**config.mk**
```make
export PLATFORM = sky130hd
export DESIGN_NAME = spad_iact_window
export DESIGN_NICKNAME = d
export VERILOG_FILES = /design/src/rtl/pe_pkg.sv /design/src/rtl/window_addr_gen.sv /design/src/rtl/spad_iact_window.sv
export SDC_FILE = /design/constraint.sdc
export NUM_CORES = 1
export LEC_CHECK = 0
export CAP_MARGIN = 20
export CORE_MARGIN = 2
export CORE_UTILIZATION = 35
export DETAILED_ROUTE_END_ITERATION = 10
export PLACE_DENSITY = 0.52
export REMOVE_ABC_BUFFERS = 1
export SLEW_MARGIN = 20
export SYNTH_ARGS = -nofsm -noshare
export SYNTH_HDL_FRONTEND = slang
export SYNTH_HIERARCHICAL = 1
export SYNTH_SLANG_ARGS = --single-unit
```
**constraint.sdc**
```tcl
create_clock -name clk -period 7.7 [get_ports clk]
set_input_delay 1.54 -clock clk [delete_from_list [all_inputs] [get_ports clk]]
set_output_delay 1.54 -clock clk [all_outputs]
set_load 0.005 [all_outputs]
```
**src/rtl/pe_pkg.sv**
```systemverilog
// Shared definitions for the PE input-activation scratchpad: FSM encodings
// and default tile geometry.
package pe_pkg;

  typedef enum logic [1:0] {
    LOAD   = 2'd0,
    READY  = 2'd1,
    STREAM = 2'd2
  } spad_state_e;

  localparam int DATA_BITWIDTH_DEF = 16;
  localparam int KERNEL_SIZE_DEF   = 3;
  localparam int ACT_SIZE_DEF      = 5;

  localparam int TILE_WORDS = ACT_SIZE_DEF * ACT_SIZE_DEF;
  localparam int OUT_DIM    = ACT_SIZE_DEF - KERNEL_SIZE_DEF + 1;

endpackage

```
**src/rtl/window_addr_gen.sv**
```systemverilog
// Sliding-window read address generator: walks oy/ox (window origin) and
// ky/kx (offset inside the window), advancing one element per advance pulse.
module window_addr_gen
  import pe_pkg::*;
#(
  parameter int ADDR_BITWIDTH_SPAD = 9,
  parameter int KERNEL_SIZE        = KERNEL_SIZE_DEF,
  parameter int ACT_SIZE           = ACT_SIZE_DEF
) (
  input  logic                          clk,
  input  logic                          reset,
  input  logic                          advance,
  output logic [ADDR_BITWIDTH_SPAD-1:0] rd_addr,
  output logic                          last_elem,
  output logic                          last_win
);

  localparam int OUT_N = ACT_SIZE - KERNEL_SIZE + 1;
  localparam logic [ADDR_BITWIDTH_SPAD-1:0] K_MAX = ADDR_BITWIDTH_SPAD'(KERNEL_SIZE - 1);
  localparam logic [ADDR_BITWIDTH_SPAD-1:0] O_MAX = ADDR_BITWIDTH_SPAD'(OUT_N - 1);
  localparam logic [ADDR_BITWIDTH_SPAD-1:0] ROW_W = ADDR_BITWIDTH_SPAD'(ACT_SIZE);

  logic [ADDR_BITWIDTH_SPAD-1:0] oy_q, ox_q, ky_q, kx_q;

  assign last_elem = (ky_q == K_MAX) && (kx_q == K_MAX);
  assign last_win  = (oy_q == O_MAX) && (ox_q == O_MAX);
  assign rd_addr   = (oy_q + ky_q) * ROW_W + (ox_q + kx_q);

  // Advancing past the very last element wraps everything back to zero,
  // so the generator is already positioned for the next replay.
  always_ff @(posedge clk) begin
    if (!reset) begin
      oy_q <= '0;
      ox_q <= '0;
      ky_q <= '0;
      kx_q <= '0;
    end else if (advance) begin
      if (kx_q != K_MAX) begin
        kx_q <= kx_q + 1'b1;
      end else begin
        kx_q <= '0;
        if (ky_q != K_MAX) begin
          ky_q <= ky_q + 1'b1;
        end else begin
          ky_q <= '0;
          if (ox_q != O_MAX) begin
            ox_q <= ox_q + 1'b1;
          end else begin
            ox_q <= '0;
            oy_q <= (oy_q == O_MAX) ? '0 : oy_q + 1'b1;
          end
        end
      end
    end
  end

endmodule

```
**src/rtl/spad_iact_window.sv**
```systemverilog
// Input-activation scratchpad: captures one tile, replays it as sliding windows
// over valid/ready. Optional zero flag output enabled by SPAD_IACT_ZERO_FLAG_EN.
//
// state  | meaning
// LOAD   | capturing tile words at wr_ptr
// READY  | tile complete, waiting for start_conv
// STREAM | replaying windows through the output stage
module spad_iact_window
  import pe_pkg::*;
#(
  parameter int DATA_BITWIDTH      = DATA_BITWIDTH_DEF,
  parameter int ADDR_BITWIDTH_SPAD = 9,
  parameter int KERNEL_SIZE        = KERNEL_SIZE_DEF,
  parameter int ACT_SIZE           = ACT_SIZE_DEF
) (
  input  logic                            clk,
  input  logic                            reset,
  input  logic signed [DATA_BITWIDTH-1:0] w_data_spad,
  input  logic                            load_en_spad,
  output logic                            load_done,
  input  logic                            start_conv,
  output logic signed [DATA_BITWIDTH-1:0] iact_data,
  output logic                            iact_valid,
  input  logic                            iact_ready,
  output logic                            win_last,
  output logic                            conv_done
`ifdef SPAD_IACT_ZERO_FLAG_EN
  ,
  output logic                            iact_is_zero
`endif
);

  localparam int TILE_N = ACT_SIZE * ACT_SIZE;
  localparam int MEM_AW = (TILE_N > 1) ? $clog2(TILE_N) : 1;
  localparam logic [ADDR_BITWIDTH_SPAD-1:0] LAST_WR  = ADDR_BITWIDTH_SPAD'(TILE_N - 1);
  localparam logic [ADDR_BITWIDTH_SPAD-1:0] TILE_LIM = ADDR_BITWIDTH_SPAD'(TILE_N);

  spad_state_e                     state_q;
  logic [ADDR_BITWIDTH_SPAD-1:0]   wr_ptr_q;
  logic                            load_done_q;
  logic signed [DATA_BITWIDTH-1:0] iact_data_q;
  logic                            iact_valid_q;
  logic                            win_last_q;
  logic                            final_q;
  logic                            conv_done_q;
  logic signed [DATA_BITWIDTH-1:0] mem_q [TILE_N];

  logic [ADDR_BITWIDTH_SPAD-1:0]   rd_addr;
  logic                            last_elem, last_win;
  logic signed [DATA_BITWIDTH-1:0] rd_data;
  logic                            mem_we, xfer, stage_load;

  window_addr_gen #(
    .ADDR_BITWIDTH_SPAD (ADDR_BITWIDTH_SPAD),
    .KERNEL_SIZE        (KERNEL_SIZE),
    .ACT_SIZE           (ACT_SIZE)
  ) u_addr_gen (
    .clk       (clk),
    .reset     (reset),
    .advance   (stage_load),
    .rd_addr   (rd_addr),
    .last_elem (last_elem),
    .last_win  (last_win)
  );

  assign mem_we  = reset && (state_q == LOAD) && load_en_spad && (wr_ptr_q < TILE_LIM);
  assign rd_data = (rd_addr < TILE_LIM) ? mem_q[rd_addr[MEM_AW-1:0]] : '0;
  assign xfer    = iact_valid_q && iact_ready;

  // The stage only empties at end of replay, so in STREAM it refills exactly
  // on a transfer; the first element is preloaded in the start_conv cycle.
  assign stage_load = reset &&
                      (((state_q == READY) && start_conv) ||
                       ((state_q == STREAM) && xfer && !final_q));

  always_ff @(posedge clk) begin
    if (mem_we) begin
      mem_q[wr_ptr_q[MEM_AW-1:0]] <= w_data_spad;
    end
  end

  always_ff @(posedge clk) begin
    if (!reset) begin
      state_q      <= LOAD;
      wr_ptr_q     <= '0;
      load_done_q  <= 1'b0;
      iact_data_q  <= '0;
      iact_valid_q <= 1'b0;
      win_last_q   <= 1'b0;
      final_q      <= 1'b0;
      conv_done_q  <= 1'b0;
    end else begin
      conv_done_q <= 1'b0;
      case (state_q)
        LOAD: begin
          if (load_en_spad) begin
            wr_ptr_q <= wr_ptr_q + 1'b1;
            if (wr_ptr_q == LAST_WR) begin
              state_q     <= READY;
              load_done_q <= 1'b1;
            end
          end
        end
        READY: begin
          if (start_conv) begin
            state_q <= STREAM;
          end
        end
        STREAM: begin
          if (xfer && final_q) begin
            state_q      <= LOAD;
            wr_ptr_q     <= '0;
            load_done_q  <= 1'b0;
            iact_valid_q <= 1'b0;
            win_last_q   <= 1'b0;
            final_q      <= 1'b0;
            conv_done_q  <= 1'b1;
          end
        end
        default: begin
          state_q      <= LOAD;
          wr_ptr_q     <= '0;
          load_done_q  <= 1'b0;
          iact_valid_q <= 1'b0;
          win_last_q   <= 1'b0;
          final_q      <= 1'b0;
        end
      endcase
      if (stage_load) begin
        iact_data_q  <= rd_data;
        iact_valid_q <= 1'b1;
        win_last_q   <= last_elem;
        final_q      <= last_elem && last_win;
      end
    end
  end

  assign load_done  = load_done_q;
  assign iact_data  = iact_data_q;
  assign iact_valid = iact_valid_q;
  assign win_last   = win_last_q;
  assign conv_done  = conv_done_q;

`ifdef SPAD_IACT_ZERO_FLAG_EN
  logic iact_is_zero_q;

  always_ff @(posedge clk) begin
    if (!reset) begin
      iact_is_zero_q <= 1'b0;
    end else if (stage_load) begin
      iact_is_zero_q <= (rd_data == '0);
    end
  end

  assign iact_is_zero = iact_is_zero_q;
`endif

endmodule

```
# [Word-level counts from Yosys, hierarchy flattened]
# Memories as Yosys holds them, arrays and structs flattened.
# Cells that the tools add are included.
[totals] ff_bits=68 ramBits=400 memories=1
[op_classes] n_addsub=8 mul=1 magnitude_cmp=2 n_eq_ne=16 n_mux=24 n_bitwise=4 reduce_logical=24
[mem_list] name="mem_q" words=25 width=16 read_ports=1 rd_clocked_by_memory_dff=0 write_ports=1 line_no="spad_iact_window.sv:46" text="logic signed [DATA_BITWIDTH-1:0] mem_q [TILE_N];"
[op_table] operator="2-to-1 mux 9 bit" n=6
[op_table] operator="adder 9 x 1 -> 9 bit, second input constant" n=5
[op_table] operator="== test 9 x 2 -> 1 bit, second input constant" n=4
[op_table] operator="adder 9 bit" n=3
[op_table] operator="inequality test 9 x 2 -> 1 bit, second input constant" n=3
[op_table] operator="case mux 9 bit (3 select lines)" n=1
[op_table] operator="< comparator 9 x 5 -> 1 bit, second input constant" n=2
[op_table] operator="2-to-1 mux 16 bit" n=1
[op_table] operator="logical AND 1 bit" n=12
[op_table] operator="AND reduction 4 bit" n=3
[op_table] operator="== test 9 x 5 -> 1 bit, second input constant" n=1
[op_table] operator="multiplier 9 x 3 -> 9 bit, second input constant" n=1
[op_table] operator="2-to-1 mux 1 bit" n=9
[op_table] operator="2-to-1 mux 2 bit" n=4
[op_table] operator="inequality test 2 x 1 -> 1 bit, second input constant" n=3
[op_table] operator="case mux 2 bit (3 select lines)" n=1
[op_table] operator="AND reduction 2 bit" n=3
[op_table] operator="AND reduction 3 bit" n=2
[op_table] operator="inequality test 2 bit, second input constant" n=2
[op_table] operator="NOT 1 bit" n=4
[op_table] operator="inequality test 3 x 2 -> 1 bit, second input constant" n=1
[op_table] operator="case mux 1 bit (3 select lines)" n=1
[op_table] operator="== test 2 x 1 -> 1 bit, second input constant" n=1
[op_table] operator="== test 2 bit, second input constant" n=1
[op_table] operator="other kinds (5)" n=5

# [Depth between registers and ports, before layout]
[logic_depth] depth_word=7 mapped_depth=23 ltp_nobuf=22

# [By module]
# The synthesis kept the hierarchy.
[modules_own_cells] module="spad_iact_window" n_inst=1 cells_each=889 area_each_um2=16767.3 seq_area_each_um2=12652.1
[modules_own_cells] module="window_addr_gen" n_inst=1 cells_each=331 area_each_um2=2886.5 seq_area_each_um2=720.7

# [Worst setup path after synthesis]
# No wires, ideal clock.
[synth_timing] kind="flip-flop to flip-flop" from="register u_addr_gen.oy_q[0]" to="register iact_data_q[8] (netlist: iact_data[8])" setup_time_ns=0.091 arrival_ns=5.270 required_ns=7.609 slack_ns=2.339 stages_incl_launch_ff=23 path_buffers=1 period_less_slack_ns=5.361 cell_sequence="dfxtp_1 ha_1 inv_1 fa_1 nand2b_1 a21oi_1 o221ai_1 o31a_1 ha_1 fa_1 inv_1 fa_1 inv_1 ha_1 nor3_1 nor2_1 o41ai_1 xnor3_1 or4_4 a211oi_4 buf_6 a21oi_1 a311oi_1"
[synth_between] elab_chain_cells=5
[synth_rtl] element="from (decl)" line_no="window_addr_gen.sv:23" text="logic [ADDR_BITWIDTH_SPAD-1:0] oy_q, ox_q, ky_q, kx_q;"
[synth_rtl] element="from (signal assigned)" line_no="window_addr_gen.sv:50" text="oy_q <= (oy_q == O_MAX) ? '0 : oy_q + 1'b1;"
[synth_rtl] element="adder 9 bit" line_no="window_addr_gen.sv:27" text="assign rd_addr = (oy_q + ky_q) * ROW_W + (ox_q + kx_q);"
[synth_rtl] element="multiplier 9 x 3 -> 9 bit" line_no="window_addr_gen.sv:27"
[synth_rtl] element="adder 9 bit" line_no="window_addr_gen.sv:27"
[synth_rtl] element="net rd_addr[8]" line_no="spad_iact_window.sv:48" text="logic [ADDR_BITWIDTH_SPAD-1:0] rd_addr;"
[synth_rtl] element="< comparator 9 x 5 -> 1 bit" line_no="spad_iact_window.sv:67" text="assign rd_data = (rd_addr < TILE_LIM) ? mem_q[rd_addr[MEM_AW-1:0]] : '0;"
[synth_rtl] element="2-to-1 mux 16 bit" line_no="spad_iact_window.sv:67"
[synth_rtl] element="to (signal assigned)" line_no="spad_iact_window.sv:130" text="iact_data_q <= rd_data;"
[synth_rtl] element="to (decl)" line_no="spad_iact_window.sv:41" text="logic signed [DATA_BITWIDTH-1:0] iact_data_q;"
# The timed path passes the listed nets, and every way through them passes these cells.
# A chain may end at the register's enable or synchronous reset.

# [Final worst setup path]
[layout_timing] from="register u_addr_gen.oy_q[0]" to="register iact_data_q[1] (netlist: iact_data[1])"
# Same word-level chain as after synthesis.

==> results.py <==
metrics = {
    "worst_setup_path": {
        "start_kind": "flop",
        "crit_family": "adder cells",
        "cp_slowest_stage_delay_ns": 0.81,
        "crit_path_top_delay_cell": "a211oi_4",
        "crit_chain": "ha_1 -> inv_1 -> fa_1 -> nand2b_1 -> a21oi_1 -> o221ai_1 -> o31a_1 -> ha_1 -> fa_1 -> inv_1 -> fa_1 -> inv_1 -> ha_1 -> nor3_1 -> nor2_1 -> o41ai_1 -> xnor3_1 -> or4_4 -> a211oi_4 -> a21oi_1 -> a311oi_1",
        "cp_data_required_time_ns": 8.17,
        "critPathBufInv": 3,
        "critPathCaptureType": "flop",
        "crit_type": "flop to flop",
        "cp.arrival_ns": 6.59,
        "cp_max_fo": 16,
    },
    "drt": {
        "drtIter0Drc": 793,
        "vias": 10696,
        "drt_wl_total_um": 45400,
        "dr.pass1.iters": 5,
        "drcViolationCount": 0,
        "antenna_left": 0,
        "wl_per_cell_um": 21.9,
        "avgViaCountPerCell": 5.16,
    },
    "synthesis": {
        "yosys.area.top_type": "edfxtp_1",
        "seq_area_frac_synth": 0.680,
        "yosys_warnings": 6,
        "synth_compound_area_frac": 0.0617,
        "synthXorXnorAreaFrac": 0.0208,
        "yosys_register_bits": 468,
        "synth.distinct_cells": 71,
        "synth_top_family_by_area": "multiplexers",
        "synth_top_area_frac": 0.611,
        "synth_simple_gate_area_share": 0.0744,
        "synthTopCellsByArea": "edfxtp_1 61%, mux4_2 8.0%, dfxtp_1 6.9%",
        "netlist_area_sq_um": 19700,
        "synthAdderAreaFrac": 0.0378,
        "syn_inst": 1220,
        "avgSynthCellArea_sq_um": 16.1,
        "synth_async_sr_flop_share": 0,
        "synth_edf_count": 400,
        "yosys-top-cells-count": "400 x edfxtp_1, 85 x nor2_1, 70 x mux4_2",
        "yosysMostFrequentCell": "edfxtp_1",
        "synthMuxAreaShare": 0.0992,
        "synth_flop_cell": "edfxtp_1",
    },
    "timing": {
        "rsz0062_at_grt": "false",
        "finalMaxSlewViolations": 0,
        "tns_ns": 0,
        "whs_ns": 0.475,
        "setup_viol": 0,
        "fin_crit_sh": 0.795,
        "finalClockSkew_ns": 0.0216,
        "hold_viol_final": 0,
        "period_needed_ns": 6.12,
        "slew_headroom": 0.219,
        "fmax_ghz": 0.163,
        "worst_slack_ns": 1.58,
        "worst_pin_slew_ns": 1.16,
    },
    "grt": {
        "grt_max_degree": 60,
        "antenna_found_initial": 0,
        "grt_pass1_wl_um": 68400,
        "grt.total_usage": 0.159,
        "grt-ovfl-total": 0,
        "grt_pass1_vias": 10763,
    },
    "cts": {
        "cts_tree": "built",
        "cts_resized": 0,
        "clockRootBuffer": "clkbuf_16",
        "cts.clk_slew.worst_paths_ns": 0.06,
        "hold_buffers": 0,
        "numCtsBuffers": 51,
        "clk_latency_ns": 0.59,
        "post_cts_buffers": 0,
        "cts_sinks": 468,
        "clockBufferDepth": 3,
        "cts_max_level": 2,
    },
    "floorplan": {
        "pin_count": 41,
        "rows": 86,
        "die-area_sq_um": 58100,
        "die_x_um": 241,
        "die_h_um": 241,
        "core-area_sq_um": 55300,
        "start_util": 0.355,
    },
    "finish": {
        "stdcell_count": 2073,
        "fin_nets": 1357,
        "final_area_sq_um": 22600,
        "areaGrowthSynthToFinish_pct": 14.9,
        "drive_above_1_share": 0.177,
        "diodes": 0,
    },
    "power_and_ir_drop": {
        "seqPwrFrac": 0.536,
        "power.leakage_nw": 7.07,
        "p_comb_frac": 0.015,
        "p_int_mw": 4.09,
        "pwr-share-clk": 0.448,
        "switchingPower_mw": 1.06,
        "netSwitchingFraction": 0.205,
        "peakVddDrop_uv": 153,
        "power_density_nw_per_um2": 228,
    },
    "placement": {
        "post-place-ws_ns": 1.58,
        "gp_congestion": 0.764,
        "portBuffers": 40,
        "dp_cells": 1980,
        "placed_cell_area_sq_um": 21000,
        "hpwl_um": 28600,
    },
    "run": {
        "drv_cap": 0,
    },
    "outcome": {
        "status": "finished, final reports clean",
    },
    "min_path": {
        "hp-class": "flop to flop",
    },
}
placed cells by master, fill, tap and decap left out, types with 18 or more instances in the layout:
master	synthesis	final
a211oi_1	21	21
a21oi_1	34	34
a22oi_1	28	28
buf_4	9	24
clkbuf_16	0	52
clkdlybuf4s50_1	0	39
dfxtp_1	68	68
edfxtp_1	400	400
ha_1	37	35
inv_1	54	54
mux2_2	27	27
mux4_2	70	70
nand2_1	51	51
nor2_1	85	61
nor2_2	1	18
nor2b_1	29	29
xnor2_1	25	25
xor2_1	19	19
routing by layer:
layer  wire, um  share of wire  track usage  up-vias
met2      21700           0.48        0.260      201
met3       1890          0.042       0.0258       55
met4        830          0.018       0.0410        0
met5          0              0            0        -
li1           -              -            -     4898
met1      21000           0.46        0.220     5542
worst register-to-register path, cell delays in order (launching register included):
cell	delay (ns)
dfxtp_1	0.45
ha_1	0.22
inv_1	0.06
fa_1	0.39
nand2b_1	0.18
a21oi_1	0.23
o221ai_1	0.18
o31a_1	0.16
ha_1	0.29
fa_1	0.48
inv_1	0.05
fa_1	0.48
inv_1	0.04
ha_1	0.31
nor3_1	0.21
nor2_1	0.06
o41ai_1	0.06
xnor3_1	0.45
or4_4	0.53
a211oi_4	0.81
a21oi_1	0.09
a311oi_1	0.28
power by group through the flow:
stage	clock network (mW)	registers (mW)	logic [mW]
after floorplan	0	2.81	0.0226
after global placement	0	2.81	0.0785
after detailed placement	0	2.82	0.0813
after CTS	2.36	2.76	0.0813
after global routing	2.46	2.76	0.0882
final	2.31	2.76	0.0794
path summary, 6_finish.rpt:
| kind | startpoint | to | slack [ns] | cells after the start |
|---|---|---|---|---|
| worst max-delay path | u_addr_gen/oy_q[0]$_SDFFE_PN0P_ | iact_data[1]$_SDFFE_PN0P_ | 1.58 | 21 |
| worst min-delay path | win_last$_SDFFE_PN0P_ | win_last$_SDFFE_PN0P_ | 0.48 | 2 |
| worst max register to register | u_addr_gen/oy_q[0]$_SDFFE_PN0P_ | iact_data[1]$_SDFFE_PN0P_ | 1.58 | 21 |
| worst min register to register | win_last$_SDFFE_PN0P_ | win_last$_SDFFE_PN0P_ | 0.48 | 2 |
sequential cells by signal, indices dropped and copies added, names as in the netlist:
| signal | flops |
|---|---|
| mem_q | 400 |
| iact_data | 16 |
| u_addr_gen/kx_q | 9 |
| u_addr_gen/ky_q | 9 |
| u_addr_gen/ox_q | 9 |
| u_addr_gen/oy_q | 9 |
| wr_ptr_q | 9 |
| state_q | 2 |
| conv_done | 1 |
| final_q | 1 |
| iact_valid | 1 |
| load_done | 1 |
| win_last | 1 |
layout make-up:
| cell class | count | area [sq um] |
|---|---|---|
| multi-input cells | 645 | 5900 |
| clock inverters | 29 | 240 |
| fillers | 5107 | 32700 |
| flip-flops and latches | 468 | 13400 |
| well taps | 748 | 936 |
| repair buffers | 64 | 576 |
| clock buffers | 64 | 1350 |
| inverters | 55 | 206 |
cell families (layout without fill, tap and decap cells):
family                   Yosys count  after routing
flip-flops                       468            468
AND/OR/NAND/NOR                  273            273
AO/OA/AOI/OAI                    172            172
buffers and inverters            107            212
multiplexers                     104            104
adder cells (fa/ha/maj)           51             51
XOR/XNOR                          45             45
metrics by stage:
stage	power [mW]	utilization
6_report	5.15	0.408
5_1_grt	5.31	0.408
4_1_cts	5.21	0.408
3_5_place_dp	2.90	0.379
3_3_place_gp	2.89	0.379
2_1_floorplan	2.84	-
No activity file was read; power rests on OpenSTA's default activity.
